--- config.mk ---
export PLATFORM = sky130hd
export DESIGN_NAME = x86_sram_responder
export DESIGN_NICKNAME = d
export VERILOG_FILES = /design/src/rtl/x86_sram_responder.sv
export SDC_FILE = /design/constraint.sdc
export NUM_CORES = 1
export LEC_CHECK = 0
export CAP_MARGIN = 5
export CORE_MARGIN = 4
export CORE_UTILIZATION = 35
export DETAILED_ROUTE_END_ITERATION = 12
export DONT_BUFFER_PORTS = 1
export PLACE_DENSITY = 0.6
export SETUP_SLACK_MARGIN = 0.05
export SYNTH_ARGS = -nofsm -noshare
export SYNTH_HDL_FRONTEND = slang
export SYNTH_SLANG_ARGS = --single-unit
export TNS_END_PERCENT = 50
--- constraint.sdc ---
create_clock -name clock -period 5.55 [get_ports clock]
set_input_delay 0.555 -clock clock [delete_from_list [all_inputs] [get_ports clock]]
set_output_delay 0.555 -clock clock [all_outputs]
set_load 0.05 [all_outputs]
--- src/rtl/x86_sram_responder.sv ---
// x86_sram_responder: turns x86 core byte-bus requests into timed 16-bit async SRAM accesses with a one-cycle locked step pulse.
module x86_sram_responder #(
    parameter int SRAM_AW = 18,
    parameter int WAIT_RD = 2,
    parameter int WAIT_WR = 2
) (
    input  logic               clock,
    input  logic               reset,
    input  logic [19:0]        address,
    input  logic [7:0]         o_data,
    input  logic               rd,
    input  logic               wr,
    output logic [7:0]         i_data,
    output logic               locked,
    output logic [SRAM_AW-1:0] sram_addr,
    input  logic [15:0]        sram_dq_i,
    output logic [15:0]        sram_dq_o,
    output logic               sram_dq_oe,
    output logic               sram_ce_n,
    output logic               sram_oe_n,
    output logic               sram_we_n,
    output logic               sram_ub_n,
    output logic               sram_lb_n
);
    typedef enum logic [2:0] {IDLE, READ, WSETUP, WRITE, WHOLD, DONE} state_t;

    state_t           state, state_nx;
    logic [3:0]       cnt;
    logic [SRAM_AW:0] addr_q;
    logic [7:0]       data_q;

    always_ff @(posedge clock or posedge reset) begin
        if (reset) state <= IDLE;
        else state <= state_nx;
    end

    always_comb begin
        state_nx   = state;
        case (state)
            IDLE:    state_nx = wr ? WSETUP : rd ? READ : DONE;
            READ:    state_nx = cnt == 4'd0 ? DONE : READ;
            WSETUP:  state_nx = WRITE;
            WRITE:   state_nx = cnt == 4'd0 ? WHOLD : WRITE;
            WHOLD:   state_nx = DONE;
            default: state_nx = IDLE;
        endcase
        locked     = state == DONE;
        sram_ce_n  = !(state == READ || state == WSETUP || state == WRITE || state == WHOLD);
        sram_oe_n  = state != READ;
        sram_we_n  = state != WRITE;
        sram_dq_oe = state == WSETUP || state == WRITE || state == WHOLD;
        sram_ub_n  = sram_ce_n || !addr_q[0];
        sram_lb_n  = sram_ce_n || addr_q[0];
    end

    assign sram_addr = addr_q[SRAM_AW:1];
    assign sram_dq_o = {data_q, data_q};

    // cnt holds the remaining strobe cycles minus one for the current READ/WRITE phase
    always_ff @(posedge clock or posedge reset) begin
        if (reset) begin
            cnt    <= 4'd0;
            addr_q <= '0;
            data_q <= 8'd0;
            i_data <= 8'd0;
        end else begin
            if (state == IDLE && (rd || wr)) begin
                addr_q <= address[SRAM_AW:0];
                cnt    <= wr ? 4'(WAIT_WR - 1) : 4'(WAIT_RD - 1);
            end else if ((state == READ || state == WRITE) && cnt != 4'd0) begin
                cnt <= cnt - 4'd1;
            end
            if (state == IDLE && wr) data_q <= o_data;
            if (state == READ && cnt == 4'd0) i_data <= addr_q[0] ? sram_dq_i[15:8] : sram_dq_i[7:0];
        end
    end
endmodule

## After elaboration in Yosys (flattened, before gate mapping)

Cells that the tools add are included.

- Add/subtract/negate cells: 1
- Eq/ne operators: 7
- Mux-type cells: 8
- Reduce and logical (&&, ||, !) cells: 19

Operators by type and width:

| kind | count |
|---|---|
| $pmux 3 s5 | 1 |
| $mux 3 | 4 |
| $logic_or 1x1->1 | 9 |
| $mux 4 | 2 |
| $mux 8 | 1 |
| $eq 3x2->1 const B | 2 |
| $eq 3x3->1 const B | 2 |
| $logic_and 1x1->1 | 4 |
| $logic_not 4->1 | 1 |
| $reduce_bool 4->1 | 1 |
| $sub 4x1->4 const B | 1 |
| $eq 3x1->1 const B | 1 |
| $logic_not 3->1 | 1 |
| $ne 3x1->1 const B | 1 |
| $ne 3x2->1 const B | 1 |
| $logic_not 1->1 | 2 |
| $reduce_bool 2->1 | 1 |

- Bits in registers: 42
- Bits of input ports: 48
- Word-level logic and storage cells: 40

## Logic depth before layout (Yosys ltp)

- Depth in word-level cells: 6
- Mapped depth: 7
- Mapped depth without buffers: 5

## Worst setup path before layout

No wires, ideal clock.

- Kind: flip-flop to flip-flop
- From: reg cnt[0]
- To: reg i_data[0]
- Library setup time: 0.125 ns
- Arrival time: 1.873 ns
- Required time: 5.425 ns
- Path slack: 3.552 ns
- Cell stages (with the launch flop): 8
- Buffers on the path: 2
- Clock period less this slack: 1.998 ns
- Cells stage by stage: dfrtp_1 -> inv_1 -> ha_1 -> or3b_1 -> buf_6 -> or3_4 -> buf_6 -> mux2_4

- Cells in the longest elaborated chain, start to end: 2

Ends and longest elaborated chain:

| item | RTL line | text |
|---|---|---|
| start: declaration | 28 | `logic [3:0] cnt;` |
| start signal: assignment | 69 | `cnt <= wr ? 4'(WAIT_WR - 1) : 4'(WAIT_RD - 1);` |
| start signal: assignment | 71 | `cnt <= cnt - 4'd1;` |
| $logic_not 4->1 | 74 | `if (state == READ && cnt == 4'd0) i_data <= addr_q[0] ? sram_dq_i[15:8] : sram_dq_i[7:0];` |
| $logic_and 1x1->1 | 74 |  |
| end signal: assignment | 74 |  |
| end: declaration | 13 | `output logic [7:0] i_data,` |

No other way between the ends.
A chain may end at the register's enable or synchronous reset.

## Worst setup path after layout

- From: reg state[0]
- To: out sram_oe_n

- Cells in the longest elaborated chain, start to end: 1

Ends and longest elaborated chain:

| item | RTL line | text |
|---|---|---|
| start: declaration | 27 | `state_t state, state_nx;` |
| start signal: assignment | 34 | `else state <= state_nx;` |
| $ne 3x1->1 | 49 | `sram_oe_n = state != READ;` |
| end: declaration | 20 | `output logic sram_oe_n,` |

No other way between the ends.

==> results.md <==
- Once the floorplan was initialized, standard cells occupied roughly 37% of the core.
- For the pin with the worst max-slew slack, the measured transition is slightly above 0.9 ns.
- The fraction of layout cells with a size suffix above 1 is around two fifths.
- The number of setup violations in the final report is 0.
- For this design, the CTS-stage hold fixing added 0 buffers.
- The sum of negative setup slack is 0 ns.
- Global routing finished with a remaining overflow of 0.
- The final number of hold-violating endpoints is 0.
- The critical path in this run is classified as flip-flop to primary output.
- The largest buffer count on any clock path is 2.
- 97 I/O pins were placed.
- The post-CTS repair timing setup buffer count is 0.
- The floorplan step set the die width to ~85 µm.
- The number of cells on the worst reg-to-reg path is 5.
- Data arrives at the worst endpoint at around 1.8 ns.
- The normalized max-slew margin is between 30% and 40%.
- After layout, the worst path uses 42.85% of the clock period.
- The initial antenna violation count is 0.
- The clock net in this run drives a total of 42 sinks.
- The total CTS buffers is 5.
- The CTS tree is built.
- The synthesized flop and latch total is between 40 and 50.
- The global placer's final weighted congestion is about 0.78.
- The via count of the first global-routing pass came to 1173.
- The combined global-route utilization of all metal layers is 10.31%.
- The cell count after synthesis came out at ~160.
- The first global-routing pass estimated around 6000 µm of wire.
- The total die area is 7302 µm².
- After the first detailed-routing iteration, the DRC count stood at 42.
- The root buffer cell is clkbuf_8.
- Measured along the y axis, the die boundary spans 85.45 µm.
- After clock tree synthesis, the repair step resized 0 gates.
- The count of pins over their slew limit came to 0.
- Buffers placed on the I/O ports in this run total 0.
- The net count after synthesis is roughly 210.
- Row generation in the floorplan step produced 27 rows.
- The iteration count of the initial detailed-routing pass is 4.
- Clock-pin slew was measured on the worst setup and hold paths at ~0.090 ns.
- The maximum clock rate is ~420 MHz.
- The total wire length after detailed routing is 3711 µm.
- The final critical path time including I/O delays and setup is 2.378 ns.
- The final clock skew is 0.01259 ns.
- The endpoint of the worst register-to-register path is i_data[6].
- The start of the worst register-to-register path is cnt[0].
- In the routed design, unresolved DRC markers number 0.
- In this run the worst hold path is classified as primary input to asynchronous set/reset pin.
- The ratio of routed vias to standard cells is a little over 5.
- The netlist area before placement is around 2100 µm².
- The sequential share of the synthesized area is between 50% and 60%.
- The distinct cell type count of the synthesized netlist is 28.
- The run finished with clean final reports.
- Setup repair after global routing left no endpoint under its margin.
- The level count of the clock H-tree is 2.
- For the worst-skew pair, the clock arrives at the later sink with an insertion delay of approximately 0.30 ns.
- Data on the critical path is required at its endpoint by between 4 and 5 ns.
- Detailed placement ended at an HPWL of 2755 µm.
- Entering global routing, the biggest net connects 43 pins.
- After detailed routing, the average wire length per cell comes to 17.59 µm.
- The synthesized area divided by synthesized cell count is roughly 13 µm².
- The kind of end point of the critical path is a primary output.
- The routed layout has roughly 1100 vias.
- The signed area change from the synthesized netlist to the final layout is -1.788%.
- The yosys synthesis warning count is 0.
- After floorplanning, the core was sized to cover roughly 5700 µm².
- The critical-path maximum fanout is 9.
- The kind of launch point of the worst setup path is a flip-flop.
- In this run the register-to-register setup slack is roughly 3.4 ns.
- The filler cells instantiated in the layout total roughly 550.
- The repair_antennas step left the layout with diodes totalling 0.
- The net count reported at finish is ~190.
- The remaining antenna violation count is 0.
- Across the run, the number of max-cap violations was 0.
-- worst max-delay path, stage by stage, from the launching register on --
cell and delay (ns):
dfrtp_1 0.54, nor2b_1 0.53, nand2b_1 0.46
-- how the worst max path moves through the flow --
stage | from | endpoint | slack [ns] | cells past startpoint
final | state[0] | sram_oe_n | 3.17 | 2
after floorplan | cnt[0] | i_data[0] | 3.55 | 7
after CTS | state[0] | sram_oe_n | 3.16 | 2
after detailed placement | cnt[0] | i_data[6] | 3.44 | 5
after global placement | cnt[0] | i_data[1] | 3.52 | 5
after global routing | state[1] | sram_lb_n | 3.04 | 3
-- metrics by stage --
stage / cells / setup WS [ns] / util, % / hold slack, ns / instance area (µm²)
5_1_grt: 211 / 3.038 / 36.33 / 0.3220 / 2062
3_5_place_dp: 203 / 3.443 / 34.66 / 0.5203 / 1967
4_1_cts: 211 / 3.160 / 36.33 / 0.2869 / 2062
6_report: 211 / 3.172 / 36.33 / 0.2749 / 2062
3_3_place_gp: 203 / 3.517 / 34.66 / 0.4736 / 1967
2_1_floorplan: 164 / 3.552 / - / 0.4547 / 2100
-- area by class of cell --
class                   count  area (µm²)  area share, %
inverters                   6       22.52          1.092
multi-input cells          81       788.3          38.23
flip-flops and latches     42        1051          50.97
clock buffers               6       82.58          4.005
repair buffers              2       15.01         0.7282
well taps                  72       90.09          4.369
clock inverters             2       12.51         0.6068
-- layout by cell type, fill, tap and decap left out, types with 2 or more instances in the layout --
cell type,count
a21oi_1,3
a311oi_1,2
buf_4,2
clkbuf_8,6
dfrtp_1,42
ha_1,2
inv_1,5
mux2_2,35
mux2_4,8
nand2_1,4
nand2b_1,3
nor2_1,6
nor2b_1,2
nor3_1,2
o21ai_0,3
-- cell families after synthesis --
logic type	count (synthesis)	synth area share [%]
compound gates	11	3.337
xor+xnor	1	0.4172
fa+ha+maj	2	1.192
buf+inv	41	12.81
flops	42	50.06
mux	44	25.03
simple gates	23	7.151
-- synth_stat cells --
master	count	share of area (%)
a21oi_1	3	0.71
a2bb2oi_1	1	0.42
a311oi_1	2	0.83
a31oi_1	1	0.30
and3_1	1	0.30
buf_2	2	0.48
buf_4	26	9.3
buf_6	2	1.1
clkbuf_1	5	0.89
dfrtp_1	42	50
ha_1	2	1.2
inv_1	6	1.1
mux2_1	1	0.54
mux2_2	35	19
mux2_4	8	5.7
nand2_1	4	0.71
nand2b_1	3	0.89
nand4b_1	1	0.42
nor2_1	6	1.1
nor2b_1	2	0.60
nor3_1	2	0.48
nor4_2	1	0.60
nor4b_4	1	1.1
o21ai_0	3	0.71
o21bai_1	1	0.36
or3_4	1	0.54
or3b_1	1	0.42
xnor2_1	1	0.42
-- state kept, by name, indices dropped and copies added, names as in the netlist --
name    count
data_q      8
addr_q     19
i_data      8
state       3
cnt         4
-- routing by layer --
metal  vias to the layer above  share of wire, %  track usage [%]
li1                        475                 -                -
met1                       552                35            9.856
met2                        55                54            19.35
met3                         5               9.3            3.786
met4                         0               1.8            4.748
met5                         -                 0                0
Power is not shown: default switching activity piles up to over one toggle a cycle in this logic, so the estimate is an artifact.
